## config.mk

```make
export PLATFORM = sky130hd
export DESIGN_NAME = sig_debounce
export DESIGN_NICKNAME = d
export VERILOG_FILES = /design/src/rtl/sig_debounce.sv
export SDC_FILE = /design/constraint.sdc
export NUM_CORES = 1
export LEC_CHECK = 0
export BUFFER_PORTS_ARGS = -buffer_cell sky130_fd_sc_hd__buf_2
export CORE_AREA = 4 4 41 43
export CTS_BUF_LIST = sky130_fd_sc_hd__clkbuf_8
export DETAILED_ROUTE_END_ITERATION = 10
export DIE_AREA = 0 0 45 47
export GPL_ROUTABILITY_DRIVEN = 0
export SLEW_MARGIN = 10
export SYNTH_ARGS = -nofsm -noshare
export SYNTH_HDL_FRONTEND = slang
export SYNTH_SLANG_ARGS = --single-unit
```

## constraint.sdc

```tcl
create_clock -name clk -period 1.66 [get_ports clk]
set_input_delay 0.083 -clock clk [delete_from_list [all_inputs] [get_ports clk]]
set_output_delay 0.083 -clock clk [all_outputs]
set_load 0.02 [all_outputs]
```

## src/rtl/sig_debounce.sv

```systemverilog
// rtl/sig_debounce.sv - synchroniser plus glitch filter with rise/fall strobes
// Optional rejected-glitch counter port enabled by SIG_DEBOUNCE_GLITCH_CNT_EN.
`timescale 1ns/1ps

module sig_debounce #(
  parameter int SYNC_STAGES   = 2,
  parameter int STABLE_CYCLES = 4,
  parameter int GLITCH_W      = 8
) (
  input  logic                clk,
  input  logic                rst_n,
  input  logic                din,
  output logic                dout,
  output logic                rise,
  output logic                fall,
  output logic                busy
`ifdef SIG_DEBOUNCE_GLITCH_CNT_EN
  ,
  output logic [GLITCH_W-1:0] glitch_cnt
`endif
);

  localparam int CW = $clog2(STABLE_CYCLES) + 1;
  localparam logic [CW-1:0] CNT_LAST = CW'(STABLE_CYCLES - 1);

  typedef enum logic {
    ST_STABLE = 1'b0,
    ST_CHECK  = 1'b1
  } state_t;

  logic [SYNC_STAGES-1:0] sync_q;
  logic                   s;
  state_t                 state_q, state_d;
  logic [CW-1:0]          cnt_q, cnt_d;
  logic                   dout_q, dout_d;
  logic                   rise_q, rise_d;
  logic                   fall_q, fall_d;
  logic                   busy_q, busy_d;

  assign s = sync_q[SYNC_STAGES-1];

  always_ff @(posedge clk or negedge rst_n) begin
    if (!rst_n) begin
      sync_q  <= '0;
      state_q <= ST_STABLE;
      cnt_q   <= '0;
      dout_q  <= 1'b0;
      rise_q  <= 1'b0;
      fall_q  <= 1'b0;
      busy_q  <= 1'b0;
    end else begin
      sync_q  <= {sync_q[SYNC_STAGES-2:0], din};
      state_q <= state_d;
      cnt_q   <= cnt_d;
      dout_q  <= dout_d;
      rise_q  <= rise_d;
      fall_q  <= fall_d;
      busy_q  <= busy_d;
    end
  end

  always_comb begin
    state_d = state_q;
    cnt_d   = cnt_q;
    dout_d  = dout_q;
    rise_d  = 1'b0;
    fall_d  = 1'b0;
    case (state_q)
      ST_STABLE: begin
        if (s != dout_q) begin
          cnt_d   = CW'(1);
          state_d = ST_CHECK;
        end else begin
          cnt_d = '0;
        end
      end
      ST_CHECK: begin
        // Candidate fell back to the current level: discard it without touching dout.
        if (s == dout_q) begin
          cnt_d   = '0;
          state_d = ST_STABLE;
        end else if (cnt_q == CNT_LAST) begin
          dout_d  = s;
          rise_d  = s;
          fall_d  = ~s;
          cnt_d   = '0;
          state_d = ST_STABLE;
        end else begin
          cnt_d = cnt_q + CW'(1);
        end
      end
      default: begin
        cnt_d   = '0;
        state_d = ST_STABLE;
      end
    endcase
    busy_d = (state_d == ST_CHECK);
  end

  assign dout = dout_q;
  assign rise = rise_q;
  assign fall = fall_q;
  assign busy = busy_q;

`ifdef SIG_DEBOUNCE_GLITCH_CNT_EN
  logic                abort;
  logic [GLITCH_W-1:0] glitch_q;

  assign abort = (state_q == ST_CHECK) && (s == dout_q);

  // Saturating count; only reset clears it.
  always_ff @(posedge clk or negedge rst_n) begin
    if (!rst_n) begin
      glitch_q <= '0;
    end else if (abort && (glitch_q != {GLITCH_W{1'b1}})) begin
      glitch_q <= glitch_q + GLITCH_W'(1);
    end
  end

  assign glitch_cnt = glitch_q;
`endif

endmodule

```

# After elaboration in Yosys (flattened, before gate mapping)
# Index checks and enable logic that the tools add are counted.
# totals
out_inout_bits	4
ff_bits	9
# classes
bitwise_logic	3
n_mux	14
reduce_logical	1
add_sub_neg	1
eq_ne	3
# ops
op	count
$mux W1	10
$mux W3	2
$pmux W3 S2	1
$add A3 B1 Y3 const B	1
$eq A3 B2 Y1 const B	1
$not A1 Y1	3
$reduce_and A3 Y1	1
$pmux W1 S2	1
$eq A1 B1 Y1	1
$ne A1 B1 Y1	1

# Logic depth before layout (Yosys ltp)
# depth
word_depth	4
mapped_depth	4
ltp_nobuf	4

# Worst setup path before layout
# OpenSTA, ideal clock, no wires.
# synth_path
path_kind	register to register
start	register cnt_q[0]
end	register dout_q (netlist: dout)
arrival_ps	1045
period_less_slack_ps	1170
setup_slack_ps	490
stages_incl_launch_ff	5
path_buffers	0
path_cell_list	dfrtp_1 > ha_1 > nor2b_4 > nand2_2 > mux2_4
# synth_via
elab_chain_cells	2
# synth_rtl
element	line_no	rtl
start: declaration	34	logic [CW-1:0] cnt_q, cnt_d;
start signal: assignment	54	cnt_q <= cnt_d;
$eq A3 B2 Y1	82	end else if (cnt_q == CNT_LAST) begin
$reduce_and A3 Y1 (no source line)	n/a	
end signal: assignment	55	dout_q <= dout_d;
end: declaration	35	logic dout_q, dout_d;
# Every way passes these cells.
# A chain may end at the register's enable or synchronous reset.

# Worst setup path after layout
# Same ends and word-level chain as after synthesis.

==> run summary <==
R2R Path Start = cnt_q[0]$_DFF_PN0_
Worst slew margin = 0.8391
Sink Count = 9
R2r endpoint = dout$_DFFE_PN0P_
CTS tree = built
Syn Inst Count = 21
Placed Instance Area = 382.9 um^2
Peak supply drop = 0.0006614 V
Die width = 45 um
Global routing's busiest layer = met2
Die height = 47 um
Root buf cell = clkbuf_8
Yosys warns = 0
EDFF count, synth = 0
Sequential share of power = 0.430
CORE AREA = 1301 um^2
Max cap viols = 0
Resized Gates After CTS = 0
Fmax = 0.8142 GHz
Slowest CP cell = dfrtp_1
GRT overflow = 0
# port buffers = 6
Num CTS Buffers = 3
Setup_tns = 0 ps
Worst Path Arrival = 1340 ps
Sequential area share after synthesis = 0.6742
First drt pass iteration count = 1
Pre-CTS setup slack = 432.1 ps
Count leader, synth = dfrtp_1
Area growth syn-to-layout = 34.08%
Tot Pwr = 0.7278 mW
Starting Density = 0.2567
Reg2Reg Setup Slack = 430 ps
Yosys cell types = 11
I/O pin count = 7
RSZ-0062 raised after global routing = false
# diodes = 0
Worst Path Required = 1770 ps
CP endpoint kind = flop
Clock slew at reported path FFs = 50 ps
Starting DRT DRC Count = 0
WL final = 546 um
GRT Util Overall = 0.07606
Slowest stage delay, CP = 370 ps
Grt met2 use = 0.1186
Layout cells sized above 1 = 0.4545
Cell Pwr Density = 1625 nW/um^2
Net switching power = 0.2049 mW
Final antenna-violating net count = 0
Crit-path cells = ha_1 -> nor2b_4 -> nand2_2 -> mux2_4
Fin nets = 38
Number of vias in the routed layout = 196
First-pass GRT wire length = 1035 um
Vias in the first global route = 245
Syn avg cell area = 15.91 um^2
Synth top cells by count = dfrtp_1 (9), and2_2 (2), nor3b_1 (2)
Core Rows = 13
Min Hold Slack = 232.4 ps
WL/cell = 11.38 um
Final Cell Area = 447.9 um^2
Largest area contributor in the netlist = dfrtp_1
Synth top area cells = dfrtp_1 (67%), and2_2 (4.5%), mux2_4 (4.5%)
Top-area cell type share of the netlist area = 0.6742
Ys flop type = dfrtp_1
Pin count of the biggest net entering global routing = 10
Syn nets = 25
Switching fraction of total power = 0.2816
Clk_lat worst skew = 230 ps
Minimum clock period = 1228 ps
Initial antenna violation count = 0
DRC viols = 0
Setup ws final = 431.8 ps
Int Pwr = 0.5229 mW
Die ar. = 2115 um^2
Routing usage on met3 = 0.02299
Status = finished clean
Logic pwr share = 0.239
Deepest clock path buffer count = 2
Setup crit start kind = flop
Fin Clk Skew = 5.063 ps
Vias per inst = 4.083
Hold Vio Cnt, Final = 0
Share of synthesized registers carrying an async set or reset = 1.000
Share of total power in the clock network = 0.331
CP Class = reg -> reg
Detail Placement HPWL = 397.3 um
Htree depth = 1
Crit Path Max Fanout = 4
Final-report setup violation count = 0
Lkg Pwr = 0.2270 nW
Slew @ Worst Pin = 240.5 ps
Synthesized area = 334.1 um^2
Final worst-path cycle share = 0.7399
Min-delay worst type = in -> async
R2R cell count = 4
Register bit total from synthesis = 9
Max-slew violations = 0
M1 GR Usage = 0.07565
## power groups by stage
| stage | registers (mW) | logic (mW) | clock network (mW) |
|---|---|---|---|
| global placement | 0.311 | 0.170 | 0 |
| finish | 0.313 | 0.174 | 0.241 |
| global route | 0.321 | 0.200 | 0.270 |
| CTS | 0.314 | 0.179 | 0.251 |
| detailed placement | 0.317 | 0.174 | 0 |
| floorplan | 0.339 | 0.0947 | 0 |
## sequential cells by signal, indices dropped and copies added (netlist names)
register and cells:
fall 1, busy 1, cnt_q 3, dout 1
rise 1, sync_q 2
## cells by family (layout without fill, tap and decap cells)
family,Yosys count,in the layout,synth area share
AO/OA/AOI/OAI,1,1,0.01497
XOR/XNOR,1,1,0.02622
adder cells (fa/ha/maj),1,1,0.03745
buffers and inverters,0,12,0
flip-flops,9,9,0.6742
multiplexers,1,1,0.04493
AND/OR/NAND/NOR,8,8,0.2022
## per-layer routing
layer | vias up | part of all wire
li1 | 94 | -
met1 | 93 | 0.47
met2 | 7 | 0.45
met3 | 2 | 0.060
met4 | 0 | 0.022
met5 | - | 0
## final cells by class
cell class                 instances  area (um^2)
sequential                         9        225.2
clock inverter                     1        3.754
clock buffer                       3        41.29
timing repair buffer               8        50.05
fill                             139        853.3
tap                               15        18.77
multi-input combinational         12        108.9
## metrics by stage
step,util,std cells
floorplan,-,21
global placement,0.2942,42
detailed placement,0.2942,42
CTS,0.3442,48
global route,0.3442,48
finish,0.3442,48
## critical path, delay by kind of cell, from the launching register on
| family | cells | cell delay [ps] |
|---|---|---|
| flops | 1 | 370 |
| mux | 1 | 300 |
| fa+ha+maj | 1 | 210 |
| simple gates | 2 | 230 |
## how the worst max path moves through the flow
stage	from	end	slack, ps	cells past startpoint
floorplan	cnt_q[0]$_DFF_PN0_	dout$_DFFE_PN0P_	490	4
global placement	cnt_q[0]$_DFF_PN0_	dout$_DFFE_PN0P_	460	4
detailed placement	cnt_q[0]$_DFF_PN0_	dout$_DFFE_PN0P_	430	4
CTS	cnt_q[0]$_DFF_PN0_	dout$_DFFE_PN0P_	420	4
global route	cnt_q[0]$_DFF_PN0_	dout$_DFFE_PN0P_	390	4
finish	cnt_q[0]$_DFF_PN0_	dout$_DFFE_PN0P_	430	4
## cells in the final DEF, fill, tap and decap left out
cell	Yosys	final
and3_2	1	1
dfrtp_1	9	9
buf_2	0	6
and4b_1	1	1
ha_1	1	1
inv_1	0	1
clkbuf_8	0	3
nor3b_1	2	2
o21ai_0	1	1
nand2_2	1	1
xor2_1	1	1
nor2b_4	1	1
mux2_4	1	1
dlygate4sd3_1	0	2
and2_2	2	2
## timing repair
| item | 4_1_cts | 5_1_grt |
|---|---|---|
| hold endpoints to repair | 10 | 0 |
| buffers inserted | 0 | 0 |
| hold buffers | 2 | 0 |
No activity file was read; power rests on OpenSTA's default activity.
